$ cat src/rtl/mul_ternary_ctrl.sv
// +-----------------------------------------------------------------------+
// | mul_ternary_ctrl : sequencer for c = a*s mod (x^N -/+ 1), one mau     |
// | Rev 1.0                                                               |
// +-----------------------------------------------------------------------+
`default_nettype none

module mau #(
  parameter int PARAM_LOG_Q = 8,
  parameter int PARAM_Q     = 251
) (
  input  logic [PARAM_LOG_Q-1:0] in_1,
  input  logic [PARAM_LOG_Q-1:0] in_2,
  input  logic [1:0]             in_sel,
  output logic [PARAM_LOG_Q-1:0] out_1
);
  localparam logic [PARAM_LOG_Q:0] c_Q = (PARAM_LOG_Q+1)'(PARAM_Q);

  logic [PARAM_LOG_Q:0] w_sum;
  logic [PARAM_LOG_Q:0] w_diff;

  assign w_sum  = {1'b0, in_2} + {1'b0, in_1};
  assign w_diff = {1'b0, in_2} - {1'b0, in_1};

  // 01: in_2 + in_1, 11: in_2 - in_1, both mod Q; anything else passes in_2
  always_comb begin
    out_1 = in_2;
    case (in_sel)
      2'b01:   out_1 = (w_sum >= c_Q) ? PARAM_LOG_Q'(w_sum - c_Q) : w_sum[PARAM_LOG_Q-1:0];
      2'b11:   out_1 = (in_2 < in_1) ? PARAM_LOG_Q'(w_diff + c_Q) : w_diff[PARAM_LOG_Q-1:0];
      default: out_1 = in_2;
    endcase
  end
endmodule

module mul_ternary_ctrl #(
  parameter int PARAM_LOG_Q = 8,
  parameter int PARAM_Q     = 251,
  parameter int PARAM_N     = 8,
  parameter int PARAM_LOG_N = 3,
  parameter int NEGACYCLIC  = 0
) (
  input  logic                   clk,
  input  logic                   rst_n,
  input  logic                   start,
  output logic                   busy,
  output logic                   done,
  output logic [PARAM_LOG_N-1:0] s_addr,
  input  logic [1:0]             s_rdata,
  output logic [PARAM_LOG_N-1:0] a_addr,
  input  logic [PARAM_LOG_Q-1:0] a_rdata,
  output logic [PARAM_LOG_N-1:0] c_raddr,
  input  logic [PARAM_LOG_Q-1:0] c_rdata,
  output logic [PARAM_LOG_N-1:0] c_waddr,
  output logic [PARAM_LOG_Q-1:0] c_wdata,
  output logic                   c_we
);
  localparam logic [PARAM_LOG_N-1:0] c_LAST = PARAM_LOG_N'(PARAM_N - 1);
  localparam logic [PARAM_LOG_N-1:0] c_ONE  = PARAM_LOG_N'(1);
  localparam logic [PARAM_LOG_N:0]   c_NW   = (PARAM_LOG_N+1)'(PARAM_N);

  typedef enum logic [2:0] {
    ST_IDLE, ST_CLEAR, ST_S_REQ, ST_S_WAIT, ST_ROW, ST_DRAIN, ST_DONE
  } state_t;

  state_t                 r_state;
  logic                   r_busy;
  logic                   r_done;
  logic                   r_c_we;
  logic                   r_wstage;
  logic [PARAM_LOG_N-1:0] r_s_addr;
  logic [PARAM_LOG_N-1:0] r_a_addr;
  logic [PARAM_LOG_N-1:0] r_c_raddr;
  logic [PARAM_LOG_N-1:0] r_c_waddr;
  logic [PARAM_LOG_N-1:0] r_i;
  logic [PARAM_LOG_N-1:0] r_j;
  logic [1:0]             r_s_cur;
  logic [1:0]             r_sel;

  logic [PARAM_LOG_N:0]   w_k_sum;
  logic [PARAM_LOG_N-1:0] w_k_nxt;
  logic                   w_wrap;
  logic [1:0]             w_sel;
  logic                   w_s_nz;
  logic [PARAM_LOG_Q-1:0] w_mau_out;

  // Read address for index j+1, computed while j is being issued
  assign w_k_sum = {1'b0, r_i} + {1'b0, r_j} + (PARAM_LOG_N+1)'(1);
  assign w_k_nxt = (w_k_sum >= c_NW) ? PARAM_LOG_N'(w_k_sum - c_NW) : w_k_sum[PARAM_LOG_N-1:0];

  // k = (i+j) mod N wrapped exactly when it fell below i
  assign w_wrap = (r_c_raddr < r_i);
  assign w_s_nz = (s_rdata == 2'b01) || (s_rdata == 2'b11);

  always_comb begin
    w_sel = (r_s_cur == 2'b01) ? 2'b01 : 2'b11;
    if ((NEGACYCLIC != 0) && w_wrap) begin
      w_sel = w_sel ^ 2'b10;
    end
  end

  mau #(
    .PARAM_LOG_Q(PARAM_LOG_Q),
    .PARAM_Q    (PARAM_Q)
  ) u_mau (
    .in_1  (a_rdata),
    .in_2  (c_rdata),
    .in_sel(r_sel),
    .out_1 (w_mau_out)
  );

  always_ff @(posedge clk or negedge rst_n) begin
    if (!rst_n) begin
      r_state   <= ST_IDLE;
      r_busy    <= 1'b0;
      r_done    <= 1'b0;
      r_c_we    <= 1'b0;
      r_wstage  <= 1'b0;
      r_s_addr  <= '0;
      r_a_addr  <= '0;
      r_c_raddr <= '0;
      r_c_waddr <= '0;
      r_i       <= '0;
      r_j       <= '0;
      r_s_cur   <= 2'b00;
      r_sel     <= 2'b00;
    end else begin
      r_done   <= 1'b0;
      r_c_we   <= 1'b0;
      r_wstage <= 1'b0;
      case (r_state)
        ST_IDLE: begin
          if (start) begin
            r_state   <= ST_CLEAR;
            r_busy    <= 1'b1;
            r_j       <= '0;
            r_c_we    <= 1'b1;
            r_c_waddr <= '0;
          end
        end
        ST_CLEAR: begin
          if (r_j == c_LAST) begin
            r_i      <= '0;
            r_s_addr <= '0;
            r_state  <= ST_S_REQ;
          end else begin
            r_j       <= r_j + c_ONE;
            r_c_we    <= 1'b1;
            r_c_waddr <= r_j + c_ONE;
          end
        end
        ST_S_REQ: begin
          r_state <= ST_S_WAIT;
        end
        ST_S_WAIT: begin
          r_s_cur <= s_rdata;
          if (w_s_nz) begin
            r_j       <= '0;
            r_a_addr  <= '0;
            r_c_raddr <= r_i;
            r_state   <= ST_ROW;
          end else begin
            r_i <= r_i + c_ONE;
            if (r_i == c_LAST) begin
              r_state <= ST_DONE;
              r_busy  <= 1'b0;
              r_done  <= 1'b1;
            end else begin
              r_s_addr <= r_i + c_ONE;
              r_state  <= ST_S_REQ;
            end
          end
        end
        ST_ROW: begin
          // Pipeline capture: this read index becomes next cycle's write index
          r_c_waddr <= r_c_raddr;
          r_sel     <= w_sel;
          r_c_we    <= 1'b1;
          r_wstage  <= 1'b1;
          r_c_raddr <= w_k_nxt;
          if (r_j == c_LAST) begin
            r_state <= ST_DRAIN;
          end else begin
            r_j      <= r_j + c_ONE;
            r_a_addr <= r_j + c_ONE;
          end
        end
        ST_DRAIN: begin
          r_i <= r_i + c_ONE;
          if (r_i == c_LAST) begin
            r_state <= ST_DONE;
            r_busy  <= 1'b0;
            r_done  <= 1'b1;
          end else begin
            r_s_addr <= r_i + c_ONE;
            r_state  <= ST_S_REQ;
          end
        end
        ST_DONE: begin
          r_state <= ST_IDLE;
        end
        default: begin
          r_state <= ST_IDLE;
          r_busy  <= 1'b0;
        end
      endcase
    end
  end

  assign busy    = r_busy;
  assign done    = r_done;
  assign s_addr  = r_s_addr;
  assign a_addr  = r_a_addr;
  assign c_raddr = r_c_raddr;
  assign c_waddr = r_c_waddr;
  assign c_we    = r_c_we;
  assign c_wdata = r_wstage ? w_mau_out : '0;

endmodule

`default_nettype wire
$ cat config.mk
export PLATFORM = sky130hd
export DESIGN_NAME = mul_ternary_ctrl
export DESIGN_NICKNAME = d
export VERILOG_FILES = /design/src/rtl/mul_ternary_ctrl.sv
export SDC_FILE = /design/constraint.sdc
export NUM_CORES = 1
export LEC_CHECK = 0
export ABC_AREA = 1
export CAP_MARGIN = 0
export CORE_MARGIN = 2
export CORE_UTILIZATION = 50
export DETAILED_ROUTE_END_ITERATION = 7
export HOLD_SLACK_MARGIN = 0.15
export PLACE_DENSITY = 0.84
export SYNTH_ARGS = -nofsm -noshare
export SYNTH_HDL_FRONTEND = slang
export SYNTH_SLANG_ARGS = --single-unit
$ cat constraint.sdc
create_clock -name clk -period 3.45 [get_ports clk]
set_input_delay 0.69 -clock clk [delete_from_list [all_inputs] [get_ports clk]]
set_output_delay 0.69 -clock clk [all_outputs]
set_load 0.05 [all_outputs]
==> flow_summary_export.csv <==
group,metric,value,unit
status,status,"finished with violations",
status,failed_checks,"negative setup slack",
power,pwr-share-comb,0.692,
synthesis,syn_inst,416,
place,dp_slack,-0.480,ns
critical_path,slowest_stage,"ha_4",
critical_path,cpLargestDelayFamily,"simple AND/OR/NAND/NOR gates",
die,dieWidth,79.1,um
clock_network,htree_num_levels,2,
synthesis,ys_types,36,
drt,viasPerCell,6.10,
synthesis,ys_ff_latch,29,
global_route,antenna_found_initial,0,
global_route,globalRouteOverflowTotal,0,
power,intPower,1.35,mW
critical_path,path_common_cell,"nand2_1",
drt,num_vias,3686,
clock_network,cts_sinks,29,
die,io_pins,44,
place,dp_hpwl,6360,um
sta,hold_viol,0,
drt,wl_per_cell,19.3,um
critical_path,endpoint_kind,"output pin",
synthesis,synth.avg_cell_area,6.77,um2
sta,fin_ws,-0.276,ns
sta,period_minus_slack,3.73,ns
power,power_switching,1.54,mW
min_path,min_path_type,"flip-flop to flip-flop",
clock_network,cts_hold_buf,0,
synthesis,syn_area,2820,um2
place,dpl.cell_count,581,
final_layout,layout.cells.most_common,"nand2_1",
critical_path,path_cells,"dlygate4sd2_1 -> inv_2 -> ha_4 -> buf_4 -> nand2_1 -> nand2_1 -> inv_1 -> nand2_1 -> nand2_1 -> nand2_2 -> nand3_2 -> inv_1 -> nand3_1 -> nand2_1 -> nand3_1 -> nand2_1 -> inv_1 -> a21oi_4 -> buf_12",
drt,drtIter0Drc,492,
critical_path,r2r_cells,8,
final_layout,final_cell_mix,"nand2_1, buf_4, inv_1",
drt,drc_errors,0,
sta,setup-tns-final,-2.02,ns
clock_network,clkTransAtPathRegs,0.06,ns
global_route,grt_pass1_wl,16700,um
sta,relSlewSlack,0.429,
sta,setup_viol,8,
clock_network,cts_tree,"built",
sta,skew,0.00308,ns
die,die_h,79.1,um
die,rows,27,
min_path,min_to,"r_s_cur[1]",
power,power_frac_seq,0.215,
min_path,min_from,"r_s_cur[1]",
die,die-area,6250,um2
global_route,grt_pass1_vias,3590,
final_layout,instances_no_fill,604,
sta,drv_slew,0,
global_route,grt_max_degree,30,
synthesis,syn_nets,463,
global_route,track_usage,0.342,
critical_path,path_class,"input port to output pin",
clock_network,cts_buffers,5,
critical_path,startpoint_type,"input port",
drt,drtAntennaViolNets,0,
critical_path,r2r_end,"r_state[1]",
clock_network,cts_buffer_depth,2,
power,power_density,642,nW/um2
drt,drt_first_pass_iters,8,
sta,fmax,268,MHz
run,max_cap_violations,0,
final_layout,diodes,0,
critical_path,critical_path_arrival,3.04,ns
critical_path,crit_required,2.76,ns
critical_path,path_max_fanout,5,
final_layout,nets,578,
power,ir_worst_vdd,524,uV
die,design.core.area,5470,um2
place,io_buffers,43,
final_layout,areaGrowthSynthToFinish,59.5,%
critical_path,r2r-start,"r_state[2]",
power,switching_share,0.534,
synthesis,yosys_warnings,0,
clock_network,cts_root_buf,"clkbuf_8",
critical_path,worst-r2r-setup-slack,1.37,ns
final_layout,drive_gt1_frac,0.367,
power,clkPwrFrac,0.094,
min_path,hold_depth,2,
sta,timing.final.crit_share,1.08,
critical_path,cp_num_buf_inv,7,
clock_network,clk_latency,0.29,ns
place,gp_congestion,0.915,
die,start_util,0.515,
power,power_leakage,2.22,nW
sta,grt_setup_unrepaired,"yes",
synthesis,synth-seq-area-share,0.258,
critical_path,critPathMaxStageDelay,0.32,ns
sta,worst_slew_pin_slew,0.853,ns
drt,totalWireLength,11600,um
worst min-delay path: cells and delay by family (launching register included):
kind          cells  cell delay, ns
flops             1            0.34
simple gates      2            0.11
layout make-up:
cell class,count,area (um2)
clock buffers,8,80.1
multi-input cells,313,2310
flip-flops and latches,29,726
repair buffers,112,1020
fillers,296,980
well taps,72,90.1
inverters,70,268
through the flow:
step | hold slack [ns] | power [mW] | utilization | instance area, um2
3_3_place_gp | 0.451 | 2.30 | 0.707 | 3870
4_1_cts | 0.487 | 2.73 | 0.782 | 4280
6_report | 0.481 | 2.89 | 0.821 | 4490
5_1_grt | 0.503 | 3.08 | 0.821 | 4490
2_1_floorplan | 0.394 | 1.79 | - | 2900
3_5_place_dp | 0.473 | 2.36 | 0.707 | 3870
synth_stat cells (all sizes together):
cell,n,area (um2)
a2111oi,1,27.5
a211oi,1,7.51
a21oi,21,131
a22o,3,26.3
a31oi,5,31.3
a32o,1,10.0
and3,1,6.26
buf,3,30.0
clkbuf,1,3.75
clkinv,1,3.75
dfrtp,29,726
fa,3,60.1
ha,23,288
inv,69,259
nand2,125,514
nand3,52,275
nand3b,1,7.51
nand4,7,43.8
nor2,33,134
nor3,5,35.0
o21a,2,15.0
o21ai,18,90.1
o22ai,1,6.26
or2,1,6.26
xnor2,1,8.76
xor2,8,70.1
registers in the layout (all words and copies together) (netlist names):
register and cells:
r_sel 2, c_we 1, c_waddr 3, s_addr 3
r_s_cur 2, r_j 3, r_wstage 1, r_state 3
a_addr 3, busy 1, c_raddr 3, done 1
r_i 3
cell families (layout without fill, tap and decap cells):
| logic type | Yosys count | count (layout) | share of synthesized area |
|---|---|---|---|
| buf+inv | 74 | 190 | 0.105 |
| simple gates | 225 | 225 | 0.363 |
| compound gates | 53 | 53 | 0.123 |
| fa+ha+maj | 26 | 26 | 0.124 |
| flops | 29 | 29 | 0.258 |
| xor+xnor | 9 | 9 | 0.0280 |
power groups by stage:
stage          Combinational (mW)  Clock (mW)  Sequential, mW
2_1_floorplan               0.952           0           0.843
3_3_place_gp                 1.69           0           0.610
3_5_place_dp                 1.74           0           0.619
4_1_cts                      1.84       0.272           0.614
5_1_grt                      2.15       0.292           0.635
6_report                     2.00       0.271           0.620
timing repair:
action,in CTS,in global routing
endpoints found under the setup margin,8,8
pin swaps,43,34
buffers inserted,9,6
gates resized for setup,88,42
worst max-delay path by stage:
stage / from / end / cells past startpoint
floorplan: a_rdata[0] / c_wdata[3] / 12
global placement: a_rdata[1] / c_wdata[5] / 14
detailed placement: c_rdata[0] / c_wdata[6] / 18
CTS: c_rdata[0] / c_wdata[3] / 14
global route: c_rdata[2] / c_wdata[5] / 17
finish: a_rdata[2] / c_wdata[6] / 19
per-layer routing:
metal / up-vias / routed length [um] / GRT usage
li1: 1570 / - / -
met1: 1687 / 3860 / 0.361
met2: 293 / 5560 / 0.624
met3: 136 / 1130 / 0.0875
met4: 0 / 1070 / 0.178
met5: - / 0 / 0
Note: power is estimated with default switching activity, not from simulation.
